===== config.mk =====
export PLATFORM = sky130hd
export DESIGN_NAME = keypad_event_scan
export DESIGN_NICKNAME = d
export VERILOG_FILES = /design/src/rtl/keypad_pkg.sv /design/src/rtl/kp_frame_filter.sv /design/src/rtl/keypad_event_scan.sv
export SDC_FILE = /design/constraint.sdc
export NUM_CORES = 1
export LEC_CHECK = 0
export ABC_AREA = 1
export BUFFER_PORTS_ARGS = -buffer_cell sky130_fd_sc_hd__buf_4
export CAP_MARGIN = 20
export CORE_ASPECT_RATIO = 1.75
export CORE_MARGIN = 5
export CORE_UTILIZATION = 40
export CTS_CLUSTER_SIZE = 10
export DETAILED_ROUTE_END_ITERATION = 16
export GPL_ROUTABILITY_DRIVEN = 0
export HOLD_SLACK_MARGIN = 0.06
export PLACE_DENSITY_LB_ADDON = 0.05
export SLEW_MARGIN = 20
export SYNTH_ARGS = -nofsm -noshare
export SYNTH_HDL_FRONTEND = slang
export SYNTH_SLANG_ARGS = --single-unit
export TNS_END_PERCENT = 5

===== constraint.sdc =====
create_clock -name clk -period 1.9 [get_ports clk]
set_clock_uncertainty 0.1 [all_clocks]
set_input_delay 0 -clock clk [delete_from_list [all_inputs] [get_ports clk]]
set_output_delay 0 -clock clk [all_outputs]
set_load 0.01 [all_outputs]

===== src/rtl/keypad_pkg.sv =====
// Shared keypad geometry, key-code constants and key-map helpers used by the
// scanner top level and its frame filter.
package keypad_pkg;

    localparam int KP_ROWS = 4;
    localparam int KP_COLS = 3;
    localparam int KP_KEYS = KP_ROWS * KP_COLS;

    typedef logic [KP_KEYS-1:0] key_map_t;

    localparam logic [3:0] KEY_1    = 4'd0;
    localparam logic [3:0] KEY_2    = 4'd1;
    localparam logic [3:0] KEY_3    = 4'd2;
    localparam logic [3:0] KEY_4    = 4'd3;
    localparam logic [3:0] KEY_5    = 4'd4;
    localparam logic [3:0] KEY_6    = 4'd5;
    localparam logic [3:0] KEY_7    = 4'd6;
    localparam logic [3:0] KEY_8    = 4'd7;
    localparam logic [3:0] KEY_9    = 4'd8;
    localparam logic [3:0] KEY_STAR = 4'd9;
    localparam logic [3:0] KEY_0    = 4'd10;
    localparam logic [3:0] KEY_HASH = 4'd11;

    // OR of set-bit indices; exact for a one-hot input and free of priority logic.
    function automatic logic [3:0] onehot_to_idx(input key_map_t vec);
        logic [3:0] idx;
        idx = 4'd0;
        for (int i = 0; i < KP_KEYS; i++) begin
            if (vec[i]) begin
                idx = idx | 4'(i);
            end else begin
                idx = idx;
            end
        end
        return idx;
    endfunction

    function automatic logic is_onehot(input key_map_t vec);
        return (vec != '0) && ((vec & (vec - 12'd1)) == '0);
    endfunction

endpackage


===== src/rtl/kp_frame_filter.sv =====
// Debounces complete key frames into an accepted level map and raises a
// one-cycle press event when the map moves from idle to exactly one key.
module kp_frame_filter
    import keypad_pkg::*;
#(
    parameter int DEB_FRAMES = 4
) (
    input  logic       clk,
    input  logic       rst,
    input  logic       frame_valid_i,
    input  key_map_t   frame_i,
    output key_map_t   key_data_o,
    output logic       key_valid_o,
    output logic [3:0] key_code_o
);

    localparam int              ST_W   = $clog2(DEB_FRAMES);
    localparam logic [ST_W-1:0] ST_MAX = ST_W'(DEB_FRAMES - 1);

    key_map_t        cand_q, cand_d;
    key_map_t        key_data_q, key_data_d;
    logic [ST_W-1:0] stable_q, stable_d;
    logic            evt_q, evt_d;
    logic            key_valid_q, key_valid_d;
    logic [3:0]      key_code_q, key_code_d;

    // Candidate tracking, stable count and acceptance of the candidate.
    always_comb begin
        cand_d     = cand_q;
        stable_d   = stable_q;
        key_data_d = key_data_q;
        evt_d      = 1'b0;
        if (frame_valid_i) begin
            if (frame_i == cand_q) begin
                stable_d = (stable_q == ST_MAX) ? ST_MAX : stable_q + 1'b1;
                if ((stable_d == ST_MAX) && (cand_q != key_data_q)) begin
                    key_data_d = cand_q;
                    evt_d      = (key_data_q == '0) && is_onehot(cand_q);
                end else begin
                    key_data_d = key_data_q;
                end
            end else begin
                cand_d   = frame_i;
                stable_d = '0;
            end
        end else begin
            cand_d = cand_q;
        end
    end

    // The event is flagged on the update clock and published one clock later.
    always_comb begin
        key_valid_d = evt_q;
        if (evt_q) begin
            key_code_d = onehot_to_idx(key_data_q);
        end else begin
            key_code_d = key_code_q;
        end
    end

    // Filter state registers.
    always_ff @(posedge clk or negedge rst) begin
        if (!rst) begin
            cand_q      <= '0;
            stable_q    <= '0;
            key_data_q  <= '0;
            evt_q       <= 1'b0;
            key_valid_q <= 1'b0;
            key_code_q  <= 4'd0;
        end else begin
            cand_q      <= cand_d;
            stable_q    <= stable_d;
            key_data_q  <= key_data_d;
            evt_q       <= evt_d;
            key_valid_q <= key_valid_d;
            key_code_q  <= key_code_d;
        end
    end

    assign key_data_o  = key_data_q;
    assign key_valid_o = key_valid_q;
    assign key_code_o  = key_code_q;

endmodule


===== src/rtl/keypad_event_scan.sv =====
// 3x4 keypad scanner: column drive, row synchronisation and frame assembly,
// feeding the debounce/event filter.
module keypad_event_scan
    import keypad_pkg::*;
#(
    parameter int SCAN_DIV   = 1000,
    parameter int DEB_FRAMES = 4
) (
    input  logic        clk,
    input  logic        rst,
    input  logic [3:0]  key_row,
    output logic [2:0]  key_col,
    output logic [11:0] key_data,
    output logic        key_valid,
    output logic [3:0]  key_code
);

    localparam int              CNT_W    = $clog2(SCAN_DIV);
    localparam logic [CNT_W-1:0] CNT_LAST = CNT_W'(SCAN_DIV - 1);

    logic [3:0]       row_s1_q, row_s2_q;
    logic [CNT_W-1:0] slot_q, slot_d;
    logic [2:0]       col_q, col_d;
    logic [1:0]       col_idx_q, col_idx_d;
    key_map_t         frame_q, frame_d, frame_new_s;
    logic             slot_last_s, frame_done_s;

    assign slot_last_s  = (slot_q == CNT_LAST);
    assign frame_done_s = slot_last_s && (col_idx_q == 2'd2);

    // Current frame with the driven column's bits replaced by the synced rows.
    always_comb begin
        frame_new_s = frame_q;
        for (int r = 0; r < KP_ROWS; r++) begin
            for (int c = 0; c < KP_COLS; c++) begin
                if (2'(c) == col_idx_q) begin
                    frame_new_s[r*KP_COLS+c] = row_s2_q[r];
                end else begin
                    frame_new_s[r*KP_COLS+c] = frame_q[r*KP_COLS+c];
                end
            end
        end
    end

    // Slot counter, column rotation and frame capture at the end of each slot.
    always_comb begin
        slot_d    = slot_q + 1'b1;
        col_d     = col_q;
        col_idx_d = col_idx_q;
        frame_d   = frame_q;
        if (slot_last_s) begin
            slot_d    = '0;
            col_d     = {col_q[1:0], col_q[2]};
            col_idx_d = (col_idx_q == 2'd2) ? 2'd0 : col_idx_q + 2'd1;
            frame_d   = frame_new_s;
        end else begin
            slot_d = slot_q + 1'b1;
        end
    end

    // Row synchroniser and scan state registers.
    always_ff @(posedge clk or negedge rst) begin
        if (!rst) begin
            row_s1_q  <= 4'd0;
            row_s2_q  <= 4'd0;
            slot_q    <= '0;
            col_q     <= 3'b001;
            col_idx_q <= 2'd0;
            frame_q   <= '0;
        end else begin
            row_s1_q  <= key_row;
            row_s2_q  <= row_s1_q;
            slot_q    <= slot_d;
            col_q     <= col_d;
            col_idx_q <= col_idx_d;
            frame_q   <= frame_d;
        end
    end

    assign key_col = col_q;

    kp_frame_filter #(
        .DEB_FRAMES (DEB_FRAMES)
    ) u_filter (
        .clk           (clk),
        .rst           (rst),
        .frame_valid_i (frame_done_s),
        .frame_i       (frame_new_s),
        .key_data_o    (key_data),
        .key_valid_o   (key_valid),
        .key_code_o    (key_code)
    );

endmodule


# Word level (Yosys, flattened, before mapping)
# Cells that the tools add are included.
[classes] addsub=4 eq_ne=8 mux=30 n_bitwise=2 reduce_logical=10
[op_table] cell="logical NOT 12 bit" n=2
[op_table] cell="two-way mux 1 bit" n=16
[op_table] cell="two-way mux 4 bit" n=4
[op_table] cell="AND 12 bit" n=1
[op_table] cell="equality test 12 bit" n=1
[op_table] cell="two-way mux 3 bit" n=4
[op_table] cell="!= test 12 bit" n=1
[op_table] cell="nonzero test 12 bit" n=1
[op_table] cell="subtractor 12 x 1 -> 12 bit, second input constant" n=1
[op_table] cell="adder 10 x 1 -> 10 bit, second input constant" n=1
[op_table] cell="equality test 10 bit, second input constant" n=1
[op_table] cell="two-way mux 10 bit" n=1
[op_table] cell="two-way mux 2 bit" n=5
[op_table] cell="equality test 2 bit, second input constant" n=3
[op_table] cell="adder 2 x 1 -> 2 bit, second input constant" n=2
[op_table] cell="logical AND 1 bit" n=4
[op_table] cell="AND reduction 3 bit" n=1
[op_table] cell="equality test 1 x 2 -> 1 bit, first input constant" n=1
[op_table] cell="equality test 2 bit, first input constant" n=1
[op_table] cell="logical NOT 2 bit" n=1
[op_table] cell="AND reduction 2 bit" n=1
[op_table] cell="inverter 1 bit" n=1
[word_totals] ff_bits=67 output_inout_bits=20 elab_cells=66

# Longest topological paths before layout
# Gate-level depths: netlist of the first run.
[depth] ltp_word=11 mapped_depth=13

# By module
# From an unflattened synthesis of the first run, not the netlist that was laid out.
[hier_totals] cells_unflattened=481 hier_area_um2=3567.2
[by_module_without_submodules] mod="kp_frame_filter" instances=1 cells_each=286 area_each_um2=1933.1
[by_module_without_submodules] mod="keypad_event_scan" instances=1 cells_each=195 area_each_um2=1634.1

# Worst setup path before layout of the first run
# Ideal clock, no wire load.
[synth_timing] kind="reg2reg" startpoint="reg col_idx_q[0]" endpoint="reg u_filter.cand_q[10]" t_arrival_ps=1602 t_required_ps=1683 setup_slack_ps=81 stages_incl_launch_ff=13 synth_period_minus_slack_ps=1819 path_cell_list="dfrtp_1 > buf_6 > nor2_2 > nand2_1 > nand2_2 > nand2_1 > nand2_1 > nand2_1 > nor2_2 > nand3_2 > buf_2 > nand3_1 > nand2_1"
[synth_between] elab_chain_len=5
[synth_rtl] item="start: declaration" line="keypad_event_scan.sv:24" rtl="logic [1:0] col_idx_q, col_idx_d;"
[synth_rtl] item="start signal: assignment" line="keypad_event_scan.sv:75" rtl="col_idx_q <= col_idx_d;"
[synth_rtl] item="equality test 1 x 2 -> 1 bit (tied with other cells)" line="keypad_event_scan.sv:36" rtl="if (2'(c) == col_idx_q) begin"
[synth_rtl] item="two-way mux 1 bit" line="keypad_event_scan.sv:36"
[synth_rtl] item="equality test 12 bit" line="kp_frame_filter.sv:34" rtl="if (frame_i == cand_q) begin"
[synth_rtl] item="inverter 1 bit (no line)"
[synth_rtl] item="AND reduction 2 bit (no line)"
[synth_rtl] item="end signal: assignment" line="kp_frame_filter.sv:71" rtl="cand_q <= cand_d;"
[synth_rtl] item="end: declaration" line="kp_frame_filter.sv:20" rtl="key_map_t cand_q, cand_d;"
# Parallel ways exist; a longest one is shown, timed or not.
# A chain may end at the register's enable or synchronous reset.

# Worst setup path after layout of the first run
[layout_timing] startpoint="reg col_idx_q[1]" endpoint="reg u_filter.key_data_q[9], in the netlist u_filter.key_data_o[9]"
[layout_between] elab_chain_len=4
[layout_rtl] item="equality test 1 x 2 -> 1 bit (tied with other cells)" line="keypad_event_scan.sv:36"
[layout_rtl] item="two-way mux 1 bit" line="keypad_event_scan.sv:36"
[layout_rtl] item="equality test 12 bit" line="kp_frame_filter.sv:34"
[layout_rtl] item="AND reduction 3 bit (no line) (*)"
[layout_rtl] item="end signal: assignment" line="kp_frame_filter.sv:73" rtl="key_data_q <= key_data_d;"
[layout_rtl] item="end: declaration" line="kp_frame_filter.sv:21" rtl="key_map_t key_data_q, key_data_d;"
# Every way passes the cells marked *; elsewhere a longest branch is shown, timed or not.

==> impl_metrics.json, run 1 <==
{
  "status": "finished with violations",
  "failed_checks": "negative setup slack",
  "clk_pin_slew_worst_paths_ps": 50,
  "dr.first_iter.drc_count": 113,
  "syn-mean-instance-area_um2": 7.18,
  "min_path_type": "in -> async",
  "maxClockFrequency_mhz": 487,
  "utilization": 0.577,
  "drt-vias-per-instance": 4.95,
  "worst_path_largest_cell_delay_ps": 450,
  "share_of_synthesized_cell_area_in_full_adder_half_adder_and_majority_cells": 0.00347,
  "grt_pass1_vias": 3597,
  "finalNonFillerCells": 720,
  "grt_setup_unrepaired": "true",
  "io_pins": 26,
  "worst_slack_after_detailed_placement_ps": -315,
  "design.die.area_um2": 11100,
  "postSynthNetCount": 510,
  "maxcap_viol_count": 0,
  "multiplexer_fraction_of_the_synthesized_cell_area": 0,
  "drt-pass1-iter-count": 4,
  "post_synth_instance_area_um2": 3610,
  "effective_utilization_at_floorplan": 0.405,
  "antenna_violations_before_repair": 0,
  "leakage_component_of_the_power_nw": 2.66,
  "report.final.slew_viol_count": 0,
  "vdd_ir_drop_max_v": 0.000549,
  "timing.critical_path.arrival_ps": 2170,
  "timing.max_slew.rel_slack": 0.711,
  "cp-end-kind": "register",
  "maximum_number_of_buffers_from_clock_root_to_sink": 2,
  "num_cts_buffers": 9,
  "core.rowCount": 46,
  "critPathLaunchType": "register",
  "remaining_drc_errors": 0,
  "portBuffers": 25,
  "final.period_utilization": 1.08,
  "layout_min_cycle_time_ps": 2050,
  "synth_sequential_area_ratio": 0.465,
  "route.final.wire_length_um": 10700,
  "antenna_violating_nets_post_route": 0,
  "die_y_um": 136,
  "antenna-diode-count": 0,
  "syn_to_final_growth_pct": 42.7,
  "synth_compound_area_frac": 0.0544,
  "worst_pin_slew_ps": 434,
  "timing_hold_violations_final": 0,
  "route.vias.total": 3562,
  "grt_first_pass_wirelength_um": 17200,
  "cellPowerDensity_nw_per_um2": 708,
  "cp.required_ps": 2020,
  "clock_tree.htree_level_count": 3,
  "tritoncts_clock_tree": "done",
  "synth_cell_types": 27,
  "postPlaceCellArea_um2": 4280,
  "critPathMostFrequentCell": "sky130_fd_sc_hd__nand2_1",
  "global_route.overflow_total": 0,
  "num-nets-final": 602,
  "final_layout_size_suffix_gt1_frac": 0.297,
  "critical_path_peak_fanout": 6,
  "cts-root-buf": "sky130_fd_sc_hd__clkbuf_16",
  "critical_path_class": "reg -> reg",
  "core_region_area_um2": 8920,
  "placed_cells": 683,
  "crit_path_top_delay_cell": "sky130_fd_sc_hd__dfrtp_2",
  "fin_area_um2": 5150,
  "syn-instance-count": 503,
  "dieWidth_um": 81.8,
  "dpl_hpwl_um": 7830,
  "finalSetupViolCount": 27,
  "timing.critical_path.cells": "buf_6 -> nor2_4 -> nand2_2 -> buf_6 -> nand3_2 -> nand2_2 -> nor2_4 -> nand2_1 -> nor2_1 -> nand3_2 -> buf_4 -> nand2_1 -> nand2_1",
  "synthXorXnorAreaFrac": 0.0218,
  "final.setup.worst_slack_ps": -153,
  "ys_seq_elements": 67,
  "clock_insertion_delay_worst_skew_ps": 330,
  "clock-sinks": 67,
  "grt.total_usage": 0.208,
  "largest_family_of_logic_cells_by_synthesized_area": "simple AND/OR/NAND/NOR gates",
  "warning_count_from_the_yosys_run": 0,
  "final.hold.worst_slack_ps": 54.2,
  "routed_wire_length_per_instance_um": 14.9,
  "grt_max_degree": 37,
  "post_synth_and_or_nand_nor_area_fraction": 0.383
}
-- per-stage QoR --
stage          total power [mW]  setup TNS (ps)
6_report                   3.65           -3020
2_1_floorplan              1.50               0
5_1_grt                    3.77           -5870
3_5_place_dp               1.56           -7540
3_3_place_gp               1.56           -6990
4_1_cts                    3.67           -2580
-- critical path: cells and delay by family, from the launching register on --
kind | cells | cell delay (ps)
simple gates | 10 | 940
buf+inv | 3 | 460
flops | 1 | 450
-- cell type report --
cell class,count,area [µm²]
clock buffers,10,239
clock inverters,6,136
fillers,839,3770
inverters,41,160
multi-input cells,378,1930
flip-flops and latches,67,1680
well taps,120,150
repair buffers,98,857
-- worst paths after layout --
path	startpoint	to	slack (ps)	cells after the start
setup / recovery	col_idx_q[1]	u_filter.key_data_o[9]	-150	13
hold / removal	rst	u_filter.key_data_o[9]	50	2
setup reg to reg	col_idx_q[1]	u_filter.key_data_o[9]	-150	13
hold reg to reg	row_s1_q[2]	row_s2_q[2]	250	0
max in group asynchronous	rst	row_s2_q[0]	1090	3
min in group clk	key_row[2]	row_s1_q[2]	220	2
-- flip-flops by register name, indices dropped and copies added (netlist names) --
register	cells
u_filter.key_valid_o	1
key_col	3
u_filter.cand_q	12
u_filter.key_code_o	4
frame_q	12
row_s2_q	4
u_filter.key_data_o	12
u_filter.evt_q	1
slot_q	10
row_s1_q	4
col_idx_q	2
u_filter.stable_q	2
-- power by group --
part	leakage, nW	total, mW	switching, mW	internal, mW
clock network	0.179	2.07	0.623	1.45
registers	0.898	1.45	0.00910	1.44
logic	1.58	0.127	0.0736	0.0533
total	2.66	3.65	0.705	2.94
-- cell usage after synthesis --
| master | number | area share |
|---|---|---|
| sky130_fd_sc_hd__clkinv_1 | 1 | 0.0010 |
| sky130_fd_sc_hd__nand4_1 | 2 | 0.0035 |
| sky130_fd_sc_hd__inv_2 | 1 | 0.0010 |
| sky130_fd_sc_hd__buf_6 | 4 | 0.012 |
| sky130_fd_sc_hd__xor2_1 | 2 | 0.0049 |
| sky130_fd_sc_hd__nand3_1 | 73 | 0.10 |
| sky130_fd_sc_hd__buf_2 | 8 | 0.011 |
| sky130_fd_sc_hd__xnor2_1 | 7 | 0.017 |
| sky130_fd_sc_hd__dfrtp_1 | 66 | 0.46 |
| sky130_fd_sc_hd__nor2_1 | 48 | 0.050 |
| sky130_fd_sc_hd__clkbuf_1 | 6 | 0.0062 |
| sky130_fd_sc_hd__a31oi_1 | 7 | 0.012 |
| sky130_fd_sc_hd__and3_1 | 1 | 0.0017 |
| sky130_fd_sc_hd__a41oi_1 | 2 | 0.0049 |
| sky130_fd_sc_hd__nand2_1 | 192 | 0.20 |
| sky130_fd_sc_hd__a21oi_1 | 9 | 0.012 |
| sky130_fd_sc_hd__dfstp_2 | 1 | 0.0073 |
| sky130_fd_sc_hd__nand2_4 | 1 | 0.0031 |
| sky130_fd_sc_hd__inv_1 | 39 | 0.041 |
| sky130_fd_sc_hd__nand3_2 | 1 | 0.0028 |
| sky130_fd_sc_hd__ha_1 | 1 | 0.0035 |
| sky130_fd_sc_hd__o21ai_0 | 17 | 0.024 |
| sky130_fd_sc_hd__nand2_2 | 5 | 0.0087 |
| sky130_fd_sc_hd__nor4_1 | 1 | 0.0017 |
| sky130_fd_sc_hd__nor2_2 | 3 | 0.0052 |
| sky130_fd_sc_hd__nor3_1 | 4 | 0.0055 |
| sky130_fd_sc_hd__o21ai_1 | 1 | 0.0014 |
-- per-layer routing --
metal,share of wire,up-vias,global-route usage
li1,-,1794,-
met5,0,-,0
met4,0.054,0,0.117
met2,0.57,75,0.382
met1,0.36,1658,0.211
met3,0.023,35,0.0373
-- cell usage in the layout (no fill, tap or decap), types with 3 or more instances in the layout --
cell type and count:
sky130_fd_sc_hd__a21oi_1 7, sky130_fd_sc_hd__a31oi_1 7, sky130_fd_sc_hd__buf_12 4, sky130_fd_sc_hd__buf_4 77
sky130_fd_sc_hd__buf_6 9, sky130_fd_sc_hd__bufinv_16 4, sky130_fd_sc_hd__clkbuf_16 9, sky130_fd_sc_hd__dfrtp_1 65
sky130_fd_sc_hd__dlygate4sd3_1 5, sky130_fd_sc_hd__inv_1 38, sky130_fd_sc_hd__nand2_1 165, sky130_fd_sc_hd__nand2_2 30
sky130_fd_sc_hd__nand3_1 57, sky130_fd_sc_hd__nand3_2 15, sky130_fd_sc_hd__nor2_1 42, sky130_fd_sc_hd__nor2_2 4
sky130_fd_sc_hd__nor2_4 5, sky130_fd_sc_hd__nor3_1 3, sky130_fd_sc_hd__o21ai_0 17, sky130_fd_sc_hd__xnor2_1 7
-- cells by family after synthesis --
kind of cell	Yosys count
fa+ha+maj	1
buf+inv	59
flops	67
simple gates	331
xor+xnor	9
compound gates	36
-- what timing repair did --
action / CTS / global route
gates cloned: 2 / 2
hold buffers: 5 / 0
setup buffers: 8 / 4
hold endpoints to repair: 71 / 0
pin swaps: 11 / 22
setup endpoints to repair: 27 / 32
gates resized for setup: 39 / 45
Note: power is estimated with default switching activity, not from simulation.
==> run 2: changes to the inputs <==
- clock period: 1.9 -> 1.8 ns (I/O delays scaled with it)
==> impl_metrics.json, run 2 (synthesized netlist as in run 1, its figures left out) <==
{
  "worst_path_largest_cell_delay_ps": 400,
  "drt-pass1-iter-count": 4,
  "dr.first_iter.drc_count": 175,
  "tritoncts_clock_tree": "done",
  "final_layout_size_suffix_gt1_frac": 0.257,
  "final.period_utilization": 1.10,
  "route.vias.total": 3528,
  "fillers": 864,
  "grt_pass1_vias": 3470,
  "layout_commonest_cell": "sky130_fd_sc_hd__nand2_1",
  "clock_tree.htree_level_count": 3,
  "drt-vias-per-instance": 4.88,
  "timing.critical_path.cells": "buf_6 -> nor2_4 -> nand2_2 -> nand3_1 -> nand2_1 -> nor2_2 -> nand2_1 -> nor2_2 -> nand3_2 -> buf_6 -> nand2_1 -> nand2_1",
  "critical_path_class": "reg -> reg",
  "io_pins": 26,
  "route.final.wire_length_um": 10300,
  "clk_pin_slew_worst_paths_ps": 60,
  "core_region_area_um2": 8920,
  "critPathLaunchType": "register",
  "routed_wire_length_per_instance_um": 14.3,
  "portBuffers": 25,
  "report.final.slew_viol_count": 0,
  "final.setup.worst_slack_ps": -176,
  "cp.required_ps": 1930,
  "grt_setup_unrepaired": "true",
  "grt_max_degree": 38,
  "timing.critical_path.arrival_ps": 2100,
  "num-nets-final": 605,
  "global_route.overflow_total": 0,
  "min_path_type": "in -> async",
  "layout_min_cycle_time_ps": 1980,
  "critPathMostFrequentCell": "sky130_fd_sc_hd__nand2_1",
  "clock-sinks": 67,
  "grt_first_pass_wirelength_um": 16600,
  "die_y_um": 136,
  "effective_utilization_at_floorplan": 0.405,
  "leakage_component_of_the_power_nw": 2.62,
  "antenna-diode-count": 0,
  "num_cts_buffers": 9,
  "syn_to_final_growth_pct": 37.2,
  "dieWidth_um": 81.8,
  "total_power_mw": 3.65,
  "layout.cells.most_common_list": "sky130_fd_sc_hd__nand2_1, sky130_fd_sc_hd__buf_4, sky130_fd_sc_hd__nand3_1, sky130_fd_sc_hd__dfrtp_1",
  "timing.max_slew.rel_slack": 0.784,
  "remaining_drc_errors": 0,
  "worst_r2r_startpoint": "col_idx_q[0]",
  "antenna_violations_before_repair": 0,
  "finalSetupViolCount": 27,
  "grt.total_usage": 0.201,
  "vdd_ir_drop_max_v": 0.000512,
  "critical_path_peak_fanout": 9,
  "worst_slack_after_detailed_placement_ps": -346,
  "maximum_number_of_buffers_from_clock_root_to_sink": 2,
  "maxcap_viol_count": 0,
  "cp-end-kind": "register",
  "failed_checks": "negative setup slack",
  "core.rowCount": 46,
  "maxClockFrequency_mhz": 506,
  "cellPowerDensity_nw_per_um2": 736,
  "cts-root-buf": "sky130_fd_sc_hd__clkbuf_16",
  "crit_path_top_delay_cell": "sky130_fd_sc_hd__dfrtp_1",
  "timing_hold_violations_final": 0,
  "rr_worst_depth": 12,
  "status": "finished with violations",
  "clock_insertion_delay_worst_skew_ps": 330,
  "regToRegEndpoint": "u_filter.key_data_o[6]",
  "dpl_hpwl_um": 7870,
  "reg2reg_setup_slack_ps": -180,
  "design.die.area_um2": 11100,
  "worst_pin_slew_ps": 324,
  "antenna_violating_nets_post_route": 0
}
## run 2: per-layer routing
| metal | global-route usage | up-vias | wire (µm) |
|---|---|---|---|
| li1 | - | 1794 | - |
| met1 | 0.215 | 1633 | 3850 |
| met2 | 0.361 | 69 | 5720 |
| met3 | 0.0346 | 32 | 261 |
| met4 | 0.111 | 0 | 477 |
| met5 | 0 | - | 0 |
## run 2: repair_timing
item,in CTS,in global routing
endpoints found under the hold margin,71,0
pin swaps,2,12
hold buffers,6,0
resized for setup,15,29
endpoints found under the setup margin,27,37
setup buffers,0,5
## run 2: per-stage QoR
| stage | area, µm² | util | cells | TNS (ps) | hold slack (ps) |
|---|---|---|---|---|---|
| 3_5_place_dp | 4360 | 0.489 | 696 | -8810 | -140 |
| 2_1_floorplan | 3610 | - | 503 | -148 | -396 |
| 3_3_place_gp | 4360 | 0.489 | 696 | -8240 | -143 |
| 4_1_cts | 4820 | 0.540 | 718 | -3400 | 96.5 |
| 6_report | 4950 | 0.555 | 723 | -3890 | 106 |
| 5_1_grt | 4950 | 0.555 | 723 | -7930 | 117 |
## run 2: worst max path at each step
stage / from / end / slack (ps) / depth (start not counted)
finish: col_idx_q[0] / u_filter.key_data_o[6] / -180 / 12
global placement: col_idx_q[0] / u_filter.cand_q[4] / -330 / 12
detailed placement: col_idx_q[0] / u_filter.key_data_o[7] / -350 / 13
CTS: col_idx_q[0] / u_filter.key_data_o[4] / -150 / 12
floorplan: col_idx_q[0] / u_filter.cand_q[10] / -20 / 12
global route: col_idx_q[0] / u_filter.key_data_o[6] / -340 / 13
## run 2: layout make-up
class / count / area (µm²) / share of cell area
Multi-Input combinational cell: 377 / 1790 / 0.361
Sequential cell: 67 / 1680 / 0.339
Timing Repair Buffer: 102 / 838 / 0.169
Clock buffer: 9 / 225 / 0.0455
Inverter: 41 / 156 / 0.0316
Tap cell: 120 / 150 / 0.0303
Clock inverter: 7 / 116 / 0.0235
## run 2: critical path, delay by kind of cell, from the launching register on
| family | cells | cell delay, ps |
|---|---|---|
| flops | 1 | 400 |
| buf+inv | 2 | 310 |
| simple gates | 10 | 1040 |
## run 2: power by group
| group | internal (mW) | switching [mW] | total (mW) |
|---|---|---|---|
| registers | 1.52 | 0.00926 | 1.53 |
| logic | 0.0463 | 0.0699 | 0.116 |
| clock network | 1.35 | 0.657 | 2.01 |
| total | 2.91 | 0.736 | 3.65 |
==> run 3: changes to the inputs <==
- CTS_CLUSTER_SIZE: 10 -> not set
- clock period: 1.8 -> 2.1 ns (I/O delays scaled with it)
==> impl_metrics.json, run 3 (synthesized netlist as in run 1, its figures left out) <==
{
  "dpl_hpwl_um": 7420,
  "fin_area_um2": 4500,
  "maxClockFrequency_mhz": 509,
  "dieWidth_um": 81.8,
  "clock_tree.htree_level_count": 3,
  "min_path_type": "in -> async",
  "antenna_violations_before_repair": 0,
  "maxcap_viol_count": 0,
  "vdd_ir_drop_max_v": 0.000472,
  "final_layout_size_suffix_gt1_frac": 0.169,
  "grt.total_usage": 0.192,
  "report.final.slew_viol_count": 0,
  "num_cts_buffers": 9,
  "cp-end-kind": "register",
  "fillers": 902,
  "effective_utilization_at_floorplan": 0.405,
  "timing.critical_path.arrival_ps": 2130,
  "postPlaceCellArea_um2": 3960,
  "finalNonFillerCells": 670,
  "remaining_drc_errors": 0,
  "grt_max_degree": 68,
  "core.rowCount": 46,
  "final.setup.worst_slack_ps": 134,
  "grt_first_pass_wirelength_um": 15800,
  "drt-pass1-iter-count": 4,
  "cts-root-buf": "sky130_fd_sc_hd__clkbuf_16",
  "worst_slack_after_detailed_placement_ps": -53.0,
  "timing.max_slew.rel_slack": 0.442,
  "grt_setup_unrepaired": "false",
  "antenna_violating_nets_post_route": 0,
  "clk_pin_slew_worst_paths_ps": 60,
  "cellPowerDensity_nw_per_um2": 640,
  "grt_pass1_vias": 3211,
  "layout_commonest_cell": "sky130_fd_sc_hd__nand2_1",
  "drt-vias-per-instance": 4.96,
  "io_pins": 26,
  "global_route.overflow_total": 0,
  "final.period_utilization": 0.936,
  "layout.cells.most_common_list": "sky130_fd_sc_hd__nand2_1, sky130_fd_sc_hd__nand3_1, sky130_fd_sc_hd__dfrtp_1, sky130_fd_sc_hd__nor2_1, sky130_fd_sc_hd__inv_1",
  "core_region_area_um2": 8920,
  "finalSetupViolCount": 0,
  "antenna-diode-count": 0,
  "final-seq-area_um2": 1680,
  "maximum_number_of_buffers_from_clock_root_to_sink": 2,
  "critical_path_class": "reg -> reg",
  "placed_cells": 644,
  "dr.first_iter.drc_count": 136,
  "multi_input_area_um2": 1780,
  "die_y_um": 136,
  "clock-sinks": 67,
  "status": "completed",
  "routed_wire_length_per_instance_um": 14.6,
  "total_power_mw": 2.88,
  "final.hold.worst_slack_ps": 224,
  "layout_min_cycle_time_ps": 1970,
  "critPathLaunchType": "register",
  "num-nets-final": 552,
  "route.final.wire_length_um": 9760,
  "syn_to_final_growth_pct": 24.5,
  "portBuffers": 25,
  "worst_pin_slew_ps": 838,
  "leakage_component_of_the_power_nw": 2.34,
  "design.die.area_um2": 11100,
  "timing_hold_violations_final": 0,
  "cp.required_ps": 2270,
  "tritoncts_clock_tree": "done",
  "route.vias.total": 3321,
  "clock_insertion_delay_worst_skew_ps": 330,
  "critical_path_peak_fanout": 6
}
run 3: area by class of cell:
cell class / count / area share
timing repair inverter: 1 / 0.00111
inverter: 41 / 0.0365
sequential: 67 / 0.374
timing repair buffer: 48 / 0.0938
clock inverter: 4 / 0.0111
multi-input combinational: 377 / 0.395
clock buffer: 12 / 0.0548
tap: 120 / 0.0334
run 3: per-stage QoR:
stage | TNS, ps | util
3_3_place_gp | -315 | 0.444
3_5_place_dp | -573 | 0.444
2_1_floorplan | 0 | -
4_1_cts | -4.01 | 0.484
5_1_grt | 0 | 0.504
6_report | 0 | 0.504
run 3: timing repair:
action / in CTS / in global routing
setup buffers: 0 / 3
pin swaps: 0 / 8
gates resized for setup: 5 / 37
endpoints found under the hold margin: 70 / 0
hold buffers: 5 / 0
endpoints found under the setup margin: 14 / 27
cloned: 0 / 2
run 3: path summary, 6_finish.rpt:
kind / from / to / slack, ps / depth (start not counted)
setup / recovery: col_idx_q[1] / u_filter.key_data_o[9] / 130 / 12
hold / removal: rst / u_filter.key_data_o[6] / 220 / 2
setup reg to reg: col_idx_q[1] / u_filter.key_data_o[9] / 130 / 12
hold reg to reg: row_s1_q[0] / row_s2_q[0] / 240 / 0
max in group asynchronous: rst / col_idx_q[1] / 1080 / 2
min in group clk: key_row[1] / row_s1_q[1] / 230 / 2
run 3: worst max-delay path, cell delays in order, from the launching register on:
cell	delay, ps
sky130_fd_sc_hd__dfrtp_2	480
sky130_fd_sc_hd__nor2_4	240
sky130_fd_sc_hd__nand2_2	120
sky130_fd_sc_hd__nand2_2	100
sky130_fd_sc_hd__nand2_1	50
sky130_fd_sc_hd__nand2_1	70
sky130_fd_sc_hd__nand2_2	80
sky130_fd_sc_hd__nor2_2	120
sky130_fd_sc_hd__nand2_2	70
sky130_fd_sc_hd__nor2_4	160
sky130_fd_sc_hd__clkbuf_16	170
sky130_fd_sc_hd__nand3_1	60
sky130_fd_sc_hd__nand2_1	80
run 3: report_power, final:
group | leakage (nW) | switching, mW | total [mW] | internal (mW)
Sequential | 0.896 | 0.00701 | 1.31 | 1.30
Clock | 0.139 | 0.537 | 1.49 | 0.949
Combinational | 1.30 | 0.0560 | 0.0856 | 0.0297
Total | 2.34 | 0.600 | 2.88 | 2.28
run 3: metal layers:
| layer | up-vias | GRT usage | wire [µm] |
|---|---|---|---|
| met4 | 0 | 0.0961 | 367 |
| met1 | 1541 | 0.202 | 3570 |
| met3 | 25 | 0.0333 | 275 |
| met2 | 68 | 0.351 | 5550 |
| li1 | 1687 | - | - |
| met5 | - | 0 | 0 |
